$ cat src/rtl/steg_pkg.sv
// steg_pkg: image/message geometry and decoder state encoding shared by the steganography encoder and decoder.
package steg_pkg;
  localparam int IMG_DIM = 64;
  localparam int IMG_PIXELS = IMG_DIM * IMG_DIM;
  localparam int MSG_BYTES = IMG_PIXELS / 8;
  localparam int BIT_POS_DEF = 8;
  typedef enum logic [1:0] {IDLE, READ, EMIT, DONE} dec_state_t;
endpackage

$ cat src/rtl/steg_pix_addr.sv
// steg_pix_addr: row-major row/col scan counter with clear, enable and a last-pixel flag.
module steg_pix_addr #(
  parameter int W = 6
) (
  input  logic         clk,
  input  logic         rst,
  input  logic         clr,
  input  logic         en,
  output logic [W-1:0] row,
  output logic [W-1:0] col,
  output logic         last_pixel
);
  assign last_pixel = &{row, col};
  // col is the low half, so the carry out of col advances row and 63/63 wraps to 0/0
  always_ff @(posedge clk)
    if (rst || clr) {row, col} <= '0;
    else if (en) {row, col} <= {row, col} + 1'b1;
endmodule

$ cat src/rtl/steg_decode.sv
// steg_decode: scans the encoded image, extracts one hidden bit per pixel and streams bytes MSB-first.
// Build option STEG_DEC_NUL_STOP_EN: stop at the first accepted 0x00 byte.
module steg_decode
  import steg_pkg::*;
#(
  parameter int DIM_LOG2 = $clog2(IMG_DIM),
  parameter int BIT_POS = BIT_POS_DEF
) (
  input  logic                        clk,
  input  logic                        rst,
  input  logic                        start,
  input  logic [23:0]                 in_pix,
  output logic [DIM_LOG2-1:0]         row,
  output logic [DIM_LOG2-1:0]         col,
  output logic [7:0]                  out_byte,
  output logic                        out_valid,
  input  logic                        out_ready,
  output logic                        busy,
  output logic [$clog2(MSG_BYTES):0]  byte_count,
  output logic                        decode_done
);
  dec_state_t state, state_nx;
  logic [7:0] sreg;
  logic [2:0] bit_cnt;
  logic final_byte, last_pixel, addr_clr, nul_stop;
  assign addr_clr = (state == IDLE || state == DONE) && start;
`ifdef STEG_DEC_NUL_STOP_EN
  assign nul_stop = sreg == 8'h00;
`else
  assign nul_stop = 1'b0;
`endif
  steg_pix_addr #(.W(DIM_LOG2)) u_addr (
    .clk(clk),
    .rst(rst),
    .clr(addr_clr),
    .en(state == READ),
    .row(row),
    .col(col),
    .last_pixel(last_pixel)
  );
  always_comb begin
    state_nx = state;
    case (state)
      IDLE, DONE: state_nx = start ? READ : state;
      READ:       state_nx = bit_cnt == 3'd7 ? EMIT : READ;
      EMIT:       state_nx = !out_ready ? EMIT : (final_byte || nul_stop) ? DONE : READ;
      default:    state_nx = IDLE;
    endcase
  end
  // final_byte marks the byte whose last bit came from the bottom-right pixel
  always_ff @(posedge clk)
    if (rst) begin
      state <= IDLE;
      sreg <= '0;
      bit_cnt <= '0;
      byte_count <= '0;
      final_byte <= 1'b0;
    end else begin
      state <= state_nx;
      if (addr_clr) begin
        bit_cnt <= '0;
        byte_count <= '0;
        final_byte <= 1'b0;
      end
      if (state == READ) begin
        sreg <= {sreg[6:0], in_pix[BIT_POS]};
        bit_cnt <= bit_cnt + 1'b1;
        if (last_pixel) final_byte <= 1'b1;
      end
      if (state == EMIT && out_ready) byte_count <= byte_count + 1'b1;
    end
  assign out_byte = sreg;
  assign out_valid = state == EMIT;
  assign busy = state == READ || state == EMIT;
  assign decode_done = state == DONE;
endmodule

$ cat config.mk
export PLATFORM = sky130hd
export DESIGN_NAME = steg_decode
export DESIGN_NICKNAME = d
export VERILOG_FILES = /design/src/rtl/steg_pkg.sv /design/src/rtl/steg_pix_addr.sv /design/src/rtl/steg_decode.sv
export SDC_FILE = /design/constraint.sdc
export NUM_CORES = 1
export LEC_CHECK = 0
export ABC_AREA = 0
export BUFFER_PORTS_ARGS = -buffer_cell sky130_fd_sc_hd__buf_2
export CORE_MARGIN = 1
export CORE_UTILIZATION = 50
export CTS_CLUSTER_DIAMETER = 200
export DETAILED_ROUTE_END_ITERATION = 6
export PLACE_DENSITY = 0.92
export SLEW_MARGIN = 20
export SYNTH_ARGS = -nofsm -noshare
export SYNTH_HDL_FRONTEND = slang
export SYNTH_SLANG_ARGS = --single-unit
$ cat constraint.sdc
create_clock -name clk -period 3.2 [get_ports clk]
set_input_delay 0.16 -clock clk [delete_from_list [all_inputs] [get_ports clk]]
set_output_delay 0.16 -clock clk [all_outputs]
set_load 0.05 [all_outputs]
# Word level (Yosys, flattened, before mapping)

Index checks and enable logic that the tools add are counted.

Magnitude comparators: 0
Shift operators: 0
Reduce and logical (&&, ||, !) cells: 10
$mul: 0
Bitwise operators: 0
Mux-type cells: 12
Equality and inequality tests: 5
Div/mod/pow operators: 0
Add/subtract/negate cells: 3

Operators by type and width:

| kind                  | number |
|---|---|
| $mux 10               | 2 |
| $add 12x1->12 const B | 1 |
| $reduce_and 12->1     | 1 |
| $add 10x1->10 const B | 1 |
| $mux 2                | 4 |
| $mux 3                | 2 |
| $pmux 2 s3            | 1 |
| $eq 2x2->1 const B    | 2 |
| $reduce_bool 2->1     | 2 |
| $add 3x1->3 const B   | 1 |
| $eq 3x3->1 const B    | 1 |
| $logic_or 1x1->1      | 3 |
| $mux 1                | 3 |
| $eq 2x1->1 const B    | 1 |
| $logic_and 1x1->1     | 2 |
| $logic_not 2->1       | 1 |
| $ne 2x2->1 const B    | 1 |
| $reduce_or 2->1       | 1 |

Bits of input ports: 28
Memories kept: 0
Output and inout port bits: 33
RAM bits: 0
Bits in read-only memories: 0
Flip-flop bits (word level): 36
Word-level logic and storage cells: 37
Bits in latches: 0

# Longest topological paths before layout

Depth in word-level cells: 6
Depth in mapped cells: 7
Mapped depth without buffers: 6

# Modules after synthesis

A second synthesis with hierarchy kept.

Cell total of the unflattened synthesis: 186
Area total of the unflattened synthesis: 1,655.3 µm²

Modules (own cells, without submodules):

| module        | area each (µm²) | cells an instance | times used | seq. area each (µm²) |
|---|---|---|---|---|
| steg_decode   | 1,091.0         | 122               | 1          | 480.5 |
| steg_pix_addr | 564.3           | 64                | 1          | 240.2 |

# Worst setup path after synthesis

OpenSTA, ideal clock, no wires.

Kind: register -> register
Start: reg state[0]
End: reg byte_count[6]
Required time: 3.135 ns
Library setup time: 0.065 ns
Arrival: 1.708 ns
Setup slack: 1.427 ns
Stages on the path, launching flop included: 8
Cell sequence: dfxtp_1 > inv_1 > ha_1 > and2_1 > buf_4 > nand4_1 > mux2_1 > nor2_1

RTL lines:

| item                                                | RTL line          | RTL |
|---|---|---|
| start, declared                                     | steg_decode.sv:22 | `dec_state_t state, state_nx;` |
| start signal, assigned                              | steg_decode.sv:59 | `state <= state_nx;` |
| $eq 2x2->1 (*)                                      | n/a               |  |
| net out_valid                                       | steg_decode.sv:16 | `output logic out_valid,` |
| $logic_and 1x1->1 (*)                               | steg_decode.sv:70 | `if (state == EMIT && out_ready) byte_count <= byte_count + 1'b1;` |
| $mux 10 / $reduce_bool 2->1 (equally long branches) | n/a               |  |
| end signal, assigned                                | steg_decode.sv:70 |  |
| end, declared                                       | steg_decode.sv:19 | `output logic [$clog2(MSG_BYTES):0] byte_count,` |

Mark *: on every way through the listed nets, which the timed path passes. The rest lies on a longest branch.
A chain may end at the register's enable or synchronous reset.

# Worst setup path after layout

Start: reg state[0]
End: out busy

Word-level cells in the longest chain between the ends: 2

Ends and longest elaborated chain:

| item                                            | RTL line          | RTL |
|---|---|---|
| $eq 2x1->1 / $eq 2x2->1 (equally long branches) | steg_decode.sv:74 | `assign busy = state == READ \|\| state == EMIT;` |
| $logic_or 1x1->1 (*)                            | steg_decode.sv:74 |  |
| end, declared                                   | steg_decode.sv:18 | `output logic busy,` |

Mark *: on every way between the ends. The rest lies on a longest branch, timed or not.

==> impl_summary.txt <==
----------------------------------------------------
[Global route]
  Vias in the first global route ... between 1,000 and 1,500
  Global-route wire length before repair ... between 5000 and 6000 um
  Maximum number of pins on one net before global-route repair ... 26
  GR Overflow Total ... 0
  Overall Global Routing Usage ... 0.1855
  Initial antenna violation count ... 0

[Power and ir drop]
  Power density normalized to cell area ... 455.9 nW/um^2
  Clock network fraction of total power ... 0.397
  Peak supply drop ... around 250 uV
  Switching power ... between 200 and 250 uW
  Combinational power share ... 0.092
  Internal portion of total power ... around 690 uW
  Switching Fraction ... 0.2365
  Seq pwr share ... 0.512
  Leakage power of the design ... slightly below 0.0009 uW

[Logic synthesis]
  Xor/xnor share of the synthesized area ... 0.05699
  Number of flops mapped to enable cells by yosys ... 0
  Post-Synthesis Cells ... approximately 180
  Dominant synthesized flop cell ... dfxtp_1
  Main combinational cell family by area after synthesis ... simple AND/OR/NAND/NOR gates
  Synthesized-area fraction occupied by and/or/nand/nor cells ... 0.2657
  Mean post-synth cell area ... 9.187 sq um
  Yosys cell types ... 40
  Synth top area share ... 0.4264
  Post-Syn Area ... 1690 sq um
  Syn_nets ... 219
  Adder-Cell Fraction of Synth Area ... 0.05181
  Ranking of synthesized cells by instance count ... dfxtp_1, nor2_1, a21oi_1
  Multiplexer fraction of the synthesized cell area ... 0.06662
  Top cells by area in the synthesized netlist ... dfxtp_1, nor2_1, mux2i_1, ha_1, a21oi_1
  Area fraction in compound gates after synthesis ... 0.09548
  Count of state elements after synthesis ... 36
  Share of flip-flops with an asynchronous set or reset after synthesis ... 0
  Most common cell in the synthesized netlist ... dfxtp_1
  Library cell occupying the most area in the post-synthesis netlist ... dfxtp_1
  Synthesis warning total ... 0
  Sequential element share of the synthesized area ... 0.4264

[Flow run]
  # Max-Cap Violations ... 0

[Cells and area]
  Design Area, Final ... slightly below 2000 sq um
  Fill cell count ... around 260
  Share of final-layout standard cells stronger than drive strength 1 ... 0.2443
  Final non-filler cell total ... ~270
  Total number of nets in the final design ... around 260
  Area delta synth->final ... 17.25%
  Post-Route Utilization ... 0.6336
  Antenna Diode Count ... 0

[Outcome]
  Status ... complete, no violations

[Floorplanning]
  Placement Rows ... 20
  Die footprint ... 3617 sq um
  Number of primary I/O pins ... 61
  Effective utilization at floorplan ... 0.5404
  Chip width ... about 60 um
  Core area ... between 3000 and 4000 sq um
  Overall die height ... around 60 um

[Placed design]
  Post-DP Area ... around 1900 sq um
  Final Wtd Congestion ... between 0.8 and 0.9
  Placed wire-length estimate ... around 2200 um
  Placed Cells ... 257
  Pre-CTS worst setup slack ... 1.591 ns
  Count of buffers inserted at the top-level ports ... 37

[Clock tree]
  Root Buffer ... clkbuf_4
  Num Clock Sinks ... 36
  Hold-fix buffer count after cts ... 0
  Clk slew on worst S/H paths ... 0.12 ns
  Deepest level of the CTS H-tree ... 2
  Number of buffers on the longest clock path ... 2
  Setup repair bufs after CTS ... 0
  Insertion delay to the later sink of the worst-skew pair ... between 0.3 and 0.4 ns
  Gates resized, CTS repair ... 0
  Number of clock buffers inserted by TritonCTS ... 5
  CTS tree ... yes

[Setup path]
  Data required time of the critical path ... roughly 3.0 ns
  Critical Path Most Common Cell ... inv_1
  Start point of the critical path ... state[0]
  FF-to-FF End ... byte_count[6]
  Cell breakdown of the critical path ... inv_1 -> ha_1 -> inv_1 -> buf_2
  Worst setup slack for register-to-register paths ... 1.56 ns
  Crit-path max FO ... 7
  CP endpoint ... busy
  Cell with the largest stage delay on the worst path ... dfxtp_1
  Critical path arrival ... ~1.6 ns
  Launching element type of the critical path ... flop
  Worst setup EP type ... primary output
  Cell count of the worst reg-to-reg path ... 5
  Start of the worst register-to-register path ... state[1]
  Slowest cell delay on critical path ... just over 0.4 ns
  Critical path class ... flop to primary output

[Timing]
  Peak Freq ... approximately 580 MHz
  Worst slew margin relative to its limit ... 0.7052
  Worst-case setup margin in the final layout ... ~1.5 ns
  Final period util ... 0.5396
  Fin Clk Skew ... 0.01357 ns
  RSZ-0062 raised after global routing ... false
  Setup violations, final ... 0
  Fin. max-slew vios ... 0
  Slew at the pin with the worst max-slew slack ... between 0.4 and 0.5 ns
  Final period demand of the worst path ... ~1.7 ns
  Post-Route Setup TNS ... 0 ns
  Final Hold Violating Endpoints ... 0

[Routing]
  Total iterations of the first detailed-routing run ... 4
  Post-detailed-route wirelength per cell ... roughly 12 um
  Remaining number of nets flagged by the antenna check after routing ... 0
  Detailed Route Iter0 Violations ... between 80 and 90
  Post-detailed-route DRC marker count ... 0
  Via/cell ratio ... between 5 and 6
  Vias post-DR ... ~1,400
  Post-detailed-routing wire length ... 3118 um

[Worst hold path]
  Worst min-delay path class ... input port to flop
  Hold Path Cell Cnt ... 3

----------------------------------------------------
[worst min-delay path by stage]
stage | startpoint | to | slack, ns
after floorplan | in_pix[8] | out_byte[0] | 0.31
after global placement | in_pix[8] | out_byte[0] | 0.40
after detailed placement | in_pix[8] | out_byte[0] | 0.41
after CTS | in_pix[8] | out_byte[0] | 0.06
after global routing | in_pix[8] | out_byte[0] | 0.07
final | in_pix[8] | out_byte[0] | 0.07
[registers in the layout, indices dropped and copies added (netlist names)]
signal      flops
byte_count     10
out_byte        8
u_addr.col      6
u_addr.row      6
bit_cnt         3
state           2
final_byte      1
[power groups by stage]
stage / sequential (uW) / clock (uW) / combinational, uW
after global routing: 464 / 389 / 89.3
after detailed placement: 472 / 0 / 83.4
final: 462 / 358 / 82.9
after CTS: 462 / 366 / 83.4
after global placement: 472 / 0 / 81.9
after floorplan: 483 / 0 / 58.1
[metal layers]
| layer | global-route usage | vias up | part of all wire |
|---|---|---|---|
| met1 | 0.2205 | 648 | 0.46 |
| met4 | 0.06312 | 0 | 0.013 |
| met3 | 0.06277 | 7 | 0.052 |
| li1 | - | 715 | - |
| met5 | 0 | - | 0 |
| met2 | 0.3093 | 31 | 0.47 |
[cells in the final DEF (no fill, tap or decap), types with 2 or more instances in the layout]
cell       n
clkbuf_8   2
mux2i_1    9
nand2_1   11
and3_1     3
or3_1      2
and4_1     4
o21ai_0    7
inv_1      3
nand3_1    5
nor3_1     4
dfxtp_1   36
clkbuf_4   5
xnor2_1    6
nand3b_1   3
a21oi_1   14
ha_1       7
nand4_1    5
a22oi_1    2
xor2_1     5
buf_2     37
nor2_1    31
[cell type report]
cell class | instances | area, sq um | area share
multi-input cells | 136 | 907.1 | 0.4577
well taps | 44 | 55.05 | 0.02778
clock inverters | 1 | 30.03 | 0.01515
inverters | 3 | 11.26 | 0.005682
flip-flops and latches | 36 | 720.7 | 0.3636
repair buffers | 38 | 192.7 | 0.09722
clock buffers | 7 | 65.06 | 0.03283
[cell families after synthesis]
kind of cell / after synthesis
AO/OA/AOI/OAI: 27
flip-flops: 36
adder cells (fa/ha/maj): 7
buffers and inverters: 12
multiplexers: 11
AND/OR/NAND/NOR: 80
XOR/XNOR: 11
[stage by stage]
stage / total power, uW / hold WS, ns
4_1_cts: 912.2 / 0.05966
6_report: 903.6 / 0.06858
5_1_grt: 941.6 / 0.06860
3_5_place_dp: 555.7 / 0.4116
3_3_place_gp: 554.1 / 0.3953
2_1_floorplan: 540.7 / 0.3072
[critical path, delay by kind of cell (launching register included)]
kind                       cells  cell delay, ns
DFF                            1            0.41
adders and majority gates      1            0.40
buffers and inverters          3            0.42
Power figures use the tool's default switching activity.
